## src/rtl/digit_scan_ctrl_pkg.sv

```systemverilog
// Shared constants and types for the four-digit multiplexed display scanner.
package digit_scan_ctrl_pkg;

    localparam int NUM_DIGITS = 4;
    localparam int NIBBLE_W   = 4;
    localparam int SEL_W      = 2;
    localparam int FRAME_W    = NUM_DIGITS * NIBBLE_W;

    typedef logic [SEL_W-1:0]      sel_t;
    typedef logic [NUM_DIGITS-1:0] an_t;
    typedef logic [NIBBLE_W-1:0]   nibble_t;

    localparam an_t  AN_ALL_OFF = 4'b1111;
    localparam sel_t SEL_LAST   = sel_t'(NUM_DIGITS - 1);

    // Active-low, one-cold anode pattern for the selected digit, or all off when masked.
    function automatic an_t an_decode(input sel_t sel, input an_t en);
        an_t an;
        an = AN_ALL_OFF;
        if (en[sel]) an[sel] = 1'b0;
        return an;
    endfunction

endpackage

```

## src/rtl/scan_prescaler.sv

```systemverilog
// Free-running slot prescaler: counts 0..DIV-1 and flags the last count of each slot.
module scan_prescaler #(
    parameter  int DIV = 50000,
    localparam int CW  = $clog2(DIV)
) (
    input  logic          clk,
    input  logic          rst_n,
    output logic [CW-1:0] count,
    output logic          wrap
);

    assign wrap = (count == CW'(DIV - 1));

    // NOTE: sequential state uses non-blocking assignments so every register samples pre-edge values.
    always_ff @(posedge clk or negedge rst_n) begin
        if (!rst_n) begin
            count <= '0;
        end else if (wrap) begin
            count <= '0;
        end else begin
            count <= count + CW'(1);
        end
    end

endmodule

```

## src/rtl/digit_scan_ctrl.sv

```systemverilog
// Four-digit scan controller with double-buffered, tear-free frame loading.
// Optional anti-ghosting blanking at the start of each slot: define SCAN_BLANK_EN.
module digit_scan_ctrl
    import digit_scan_ctrl_pkg::*;
#(
    parameter int DIV   = 50000,
    parameter int BLANK = 4
) (
    input  logic                  clk,
    input  logic                  rst_n,
    input  logic                  load_valid,
    output logic                  load_ready,
    input  logic [FRAME_W-1:0]    load_data,
    input  logic [NUM_DIGITS-1:0] dig_en,
    output logic [SEL_W-1:0]      S,
    output logic [NIBBLE_W-1:0]   D0,
    output logic [NIBBLE_W-1:0]   D1,
    output logic [NIBBLE_W-1:0]   D2,
    output logic [NIBBLE_W-1:0]   D3,
    output logic [NUM_DIGITS-1:0] AN,
    output logic                  frame_done
);

    localparam int CNT_W = $clog2(DIV);

    logic [CNT_W-1:0]   count;
    logic               tick;
    logic [CNT_W-1:0]   next_count;
    sel_t               next_sel;
    logic               frame_end;
    logic               accept;
    logic               blank;
    logic               pending;
    logic [FRAME_W-1:0] shadow;
    nibble_t            disp [NUM_DIGITS];

    scan_prescaler #(.DIV(DIV)) u_prescaler (
        .clk   (clk),
        .rst_n (rst_n),
        .count (count),
        .wrap  (tick)
    );

    assign next_count = tick ? '0 : count + CNT_W'(1);
    assign next_sel   = tick ? S + sel_t'(1) : S;
    assign frame_end  = tick && (S == SEL_LAST);
    assign accept     = load_valid && !pending;
    assign load_ready = !pending;

`ifdef SCAN_BLANK_EN
    assign blank = (next_count < CNT_W'(BLANK));
`else
    logic unused_blank;
    assign unused_blank = (BLANK < DIV);
    assign blank        = 1'b0;
`endif

    // AN and frame_done are computed from next-state values so they change on the same edge as S.
    always_ff @(posedge clk or negedge rst_n) begin
        if (!rst_n) begin
            S          <= '0;
            AN         <= AN_ALL_OFF;
            frame_done <= 1'b0;
            pending    <= 1'b0;
            shadow     <= '0;
            // NOTE: the display nibbles are a handful of flops, not RAM, so they are reset like any register.
            for (int i = 0; i < NUM_DIGITS; i++) disp[i] <= '0;
        end else begin
            S          <= next_sel;
            AN         <= blank ? AN_ALL_OFF : an_decode(next_sel, dig_en);
            frame_done <= frame_end;
            if (frame_end) begin
                for (int i = 0; i < NUM_DIGITS; i++) disp[i] <= shadow[i*NIBBLE_W +: NIBBLE_W];
                pending <= 1'b0;
            end
            // Placed after the transfer so a handshake on the wrap edge re-arms pending.
            if (accept) begin
                shadow  <= load_data;
                pending <= 1'b1;
            end
        end
    end

    assign D0 = disp[0];
    assign D1 = disp[1];
    assign D2 = disp[2];
    assign D3 = disp[3];

endmodule

```

## config.mk

```make
export PLATFORM = sky130hd
export DESIGN_NAME = digit_scan_ctrl
export DESIGN_NICKNAME = d
export VERILOG_FILES = /design/src/rtl/digit_scan_ctrl_pkg.sv /design/src/rtl/scan_prescaler.sv /design/src/rtl/digit_scan_ctrl.sv
export SDC_FILE = /design/constraint.sdc
export NUM_CORES = 1
export LEC_CHECK = 0
export BUFFER_PORTS_ARGS = -buffer_cell sky130_fd_sc_hd__buf_2
export CAP_MARGIN = 10
export CORE_AREA = 2 2 69 71
export DETAILED_ROUTE_END_ITERATION = 16
export DIE_AREA = 0 0 71 73
export GPL_ROUTABILITY_DRIVEN = 1
export PLACE_DENSITY = 0.89
export SLEW_MARGIN = 20
export SYNTH_ARGS = -nofsm -noshare
export SYNTH_HDL_FRONTEND = slang
export SYNTH_SLANG_ARGS = --single-unit
```

## constraint.sdc

```tcl
create_clock -name clk -period 2.4 [get_ports clk]
set_clock_uncertainty 0.05 [all_clocks]
set_input_delay 0.36 -clock clk [delete_from_list [all_inputs] [get_ports clk]]
set_output_delay 0.36 -clock clk [all_outputs]
set_load 0.005 [all_outputs]
```

# Word-level counts from Yosys, hierarchy flattened
# Index checks and enable logic that the tools add are counted.
dict set report op_classes {
  n_addsub 2
  n_mul 0
  div_mod_pow 0
  n_lt_le_gt_ge 2
  eq_ne 2
  shift 0
  mux 9
  bitwise_logic 1
  reduce_logical 5
}
# cell n
set op_table {}
lappend op_table {{16-bit by 1-bit adder with 16-bit output (second input constant)} 1}
lappend op_table {{16-bit == test (second input constant)} 1}
lappend op_table {{16-bit 2-to-1 mux} 1}
lappend op_table {{1-bit 2-to-1 mux} 4}
lappend op_table {{4-bit 2-to-1 mux} 1}
lappend op_table {{4-bit NOT} 1}
lappend op_table {{1-bit logical AND} 3}
lappend op_table {{2-bit by 3-bit < comparator with 1-bit output (second input constant)} 1}
lappend op_table {{2-bit by 1-bit adder with 2-bit output (second input constant)} 1}
lappend op_table {{1-bit binary-select mux with 2-bit select} 1}
lappend op_table {{1-bit demux with 2-bit select} 1}
lappend op_table {{2-bit == test (second input constant)} 1}
lappend op_table {{2-bit by 1-bit >= comparator with 1-bit output (second input constant)} 1}
lappend op_table {{2-bit 2-to-1 mux} 1}
lappend op_table {{2-bit nonzero test} 1}
lappend op_table {{1-bit logical NOT} 1}
dict set report word_totals {
  register_bits 56
  latchBits 0
  ramBits 0
  romBits 0
  out_inout_bits 24
  wordCells 31
  memories 0
}

# Longest topological paths before layout
dict set report logic_depth {
  ltp_word 8
  depth_mapped 7
  mapped_depth_nobuf 5
}

# Cells and area by module
# Synthesis repeated with hierarchy kept, for this count alone.
dict set report unflattened {
  cells_unflattened 164
  area_unflattened_um2 2378.5
}
# mod instances cells_each area_per_inst_um2
set modules_own_cells {}
lappend modules_own_cells {digit_scan_ctrl 1 97 1616.6}
lappend modules_own_cells {scan_prescaler 1 67 762.0}

# Worst setup path after synthesis
# Ideal clock, no wire load.
dict set report synth_path {
  path_kind {register -> register}
  startpoint {register u_prescaler.count[0]}
  endpoint {register disp, in the netlist D0[0]}
  arrival_ns 1.763
  required_time_ns 2.225
  path_slack_ns 0.462
  stages_incl_launch_ff 8
  n_path_buf 2
  period_less_slack_ns 1.938
  cell_sequence {dfrtp_1 -> ha_1 -> and3_1 -> and4_1 -> buf_4 -> nand2_4 -> buf_6 -> mux2_4}
}
dict set report synth_between {
  elab_chain_cells 2
}
# element line
set synth_rtl {}
lappend synth_rtl {{start: declaration} scan_prescaler.sv:8} ;# output logic [CW-1:0] count,
lappend synth_rtl {{start signal: assignment} scan_prescaler.sv:21} ;# count <= count + CW'(1);
lappend synth_rtl {{16-bit == test} scan_prescaler.sv:12} ;# assign wrap = (count == CW'(DIV - 1));
lappend synth_rtl {{1-bit logical AND} digit_scan_ctrl.sv:46} ;# assign frame_end = tick && (S == SEL_LAST);
lappend synth_rtl {{end: declaration} digit_scan_ctrl.sv:35} ;# nibble_t disp [NUM_DIGITS];
# Every way passes these cells.
# A chain may end at the register's enable or synchronous reset.

# Worst setup path in the final report
dict set report layout_path {
  startpoint {register u_prescaler.count[0]}
  endpoint {register disp, in the netlist D3[0]}
}
# Same word-level chain as after synthesis.

==> results.txt <==
Status -> finished, final reports clean
Final hold viol count -> 0
Slew Limit Fails -> 0
Vias -> 1446
Critical Path RT -> 2530 ps
Final Power -> 2.07 mW
Routed Wire Length -> 4010 um
Most frequent cells in the layout -> 52 x dfrtp_1, 46 x buf_2, 24 x mux2_2
I/O pin total -> 47
Worst-skew pair later-pin latency -> 300 ps
GRT Residual Overflow -> 0
Share of layout cells above drive strength 1 -> 0.447
Routed wire per std cell -> 14.7 um
# fillers -> 329
Slowest CP cell -> dfrtp_1
Fin crit period -> 1990 ps
Initial Utilization -> 0.515
Num CTS Buffers -> 5
Crit path max-delay family -> simple AND/OR/NAND/NOR gates
Part of the Yosys area used for sequential elements -> 0.602
Delay of the slowest cell on the worst path -> 420 ps
RSZ-0062 raised after global routing -> no
Initial antenna violation count -> 0
Clk pwr share -> 0.393
Antenna Cells -> 0
Clock slew at reported path FFs -> 100 ps
Mapped Area -> 0.00233 mm2
CTS Sinks -> 56
Sw power -> 0.400 mW
Vias in the first global route -> 1472
GRT Overall Usage -> 0.171
Global-route wire length before repair -> 6930 um
Worst Max-Slew Pin Slew -> 678 ps
Slew margin rel. -> 0.548
DR iter-0 viols -> 140
CP Capture Type -> register
CP bufs+invs -> 0
Worst-path fanout max -> 17
Worst Setup Path Type -> register to register
Worst vdd ir -> 286 uV
Final worst slack -> 413 ps
Synthesized flop and latch total -> 56
PwrDens -> 745 mW/mm2
Combinational power share -> 0.075
Max-Cap Viols -> 0
Final HPWL DP -> 2820 um
Placer Congestion -> 0.873
Core ar. -> 0.00454 mm2
Synth unique cells -> 30
Static Leakage -> 1.42 nW
H-Tree Depth -> 2
Post_cts resized -> 0
DRT Pass-1 Iters -> 4
CTS Buffer Depth -> 2
Area Growth Syn to Fin -> 19.0%
Row count -> 25
Hold Crit Class -> input pin to asynchronous set/reset pin
CP startpoint kind -> register
Total Nets Final -> 243
Pre-CTS setup slack -> 440 ps
Die H -> 73 um
# setup viols final -> 0
DRC Markers -> 0
Detail-routed via count per cell -> 5.30
Routed Antenna Nets -> 0
Sequential power share -> 0.532
Die width -> 71 um
PortBufs -> 46
Syn nets -> 193
CP arrival -> 2120 ps
Post-CTS Hold Buffers -> 0
Setup_tns -> 0 ps
Post-CTS Setup Inserts -> 0
CTS tree -> built
Root buffer cell -> clkbuf_8
Crit path cell chain -> ha_1 -> and3_1 -> and4_1 -> nand2_4 -> mux2_2
Cells after Synth -> 168
Switching share of total power -> 0.193
DIE AREA -> 0.00518 mm2
Highest clock rate -> 503 MHz
Period Utilization, post-route -> 0.828
Yosys warns -> 0
Cell Int Power -> 1.67 mW
Syn avg cell area -> 13.9 um2
Pin count of the biggest net entering global routing -> 57
Most common cell after layout, fill and taps aside -> dfrtp_1
[metal layers]
metal / track usage / up-vias / routed length [um] / share of wire
met5: 0 / - / 0 / 0
li1: - / 691 / - / -
met2: 0.299 / 37 / 2090 / 0.52
met1: 0.214 / 716 / 1710 / 0.43
met4: 0.0440 / 0 / 13 / 0.0032
met3: 0.0428 / 2 / 195 / 0.049
[kinds of logic after synthesis]
kind of cell    synth area share
compound gates            0.0139
xor+xnor                  0.0488
fa+ha+maj                 0.0107
buf+inv                   0.0188
flops                      0.602
mux                        0.178
simple gates               0.128
[layout make-up]
| type | count | area [um2] | share of cell area |
|---|---|---|---|
| Sequential cell | 56 | 1410 | 0.506 |
| Multi-Input combinational cell | 104 | 885 | 0.318 |
| Timing Repair Buffer | 49 | 253 | 0.0910 |
| Clock inverter | 3 | 90.1 | 0.0324 |
| Clock buffer | 5 | 68.8 | 0.0248 |
| Tap cell | 54 | 67.6 | 0.0243 |
| Inverter | 2 | 7.51 | 0.00270 |
[state kept, by name, indices dropped and copies added (netlist names)]
signal	cells
D3	4
S	2
frame_done	1
D2	4
D1	4
pending	1
AN	4
u_prescaler.count	16
D0	4
shadow	16
[synth_stat cells (all sizes together)]
cell / number / share of area
nor4b: 1 / 0.0064
and2: 2 / 0.0054
nor2b: 2 / 0.0054
a21o: 1 / 0.0032
and4bb: 2 / 0.011
ha: 2 / 0.011
dfstp: 4 / 0.045
buf: 5 / 0.014
nand3: 6 / 0.013
nor3: 2 / 0.0043
o21ai: 5 / 0.011
mux2: 33 / 0.17
nor3b: 4 / 0.013
clkbuf: 1 / 0.0016
and4: 2 / 0.0075
mux2i: 1 / 0.0043
inv: 2 / 0.0032
nand4: 7 / 0.019
xor2: 6 / 0.023
dfrtp: 52 / 0.56
nor4: 1 / 0.0027
and3: 5 / 0.013
nand2: 6 / 0.013
nor2: 9 / 0.014
xnor2: 7 / 0.026
[metrics by stage]
step	cell area, um2	hold slack (ps)	utilization	std cells
2_1_floorplan	2330	14.4	-	168
4_1_cts	2780	138	0.612	273
3_5_place_dp	2620	422	0.577	265
6_report	2780	120	0.612	273
5_1_grt	2780	140	0.612	273
3_3_place_gp	2620	408	0.577	265
[power by group through the flow]
stage	clock network (mW)	registers, mW	logic [mW]
after floorplan	0	1.10	0.105
after global placement	0	1.11	0.150
after detailed placement	0	1.12	0.158
after CTS	0.821	1.10	0.160
after global routing	0.870	1.12	0.173
final	0.813	1.10	0.155
[worst paths after layout]
check,startpoint,endpoint,slack [ps],depth (start not counted)
min in group clk,dig_en[0],AN[0],140,2
max reg2reg,u_prescaler.count[0],D3[0],410,5
max,u_prescaler.count[0],D3[0],410,5
min,rst_n,D1[1],120,2
max in group asynchronous,rst_n,D3[0],1720,2
min reg2reg,u_prescaler.count[0],u_prescaler.count[0],440,1
No activity file was read; power rests on OpenSTA's default activity.
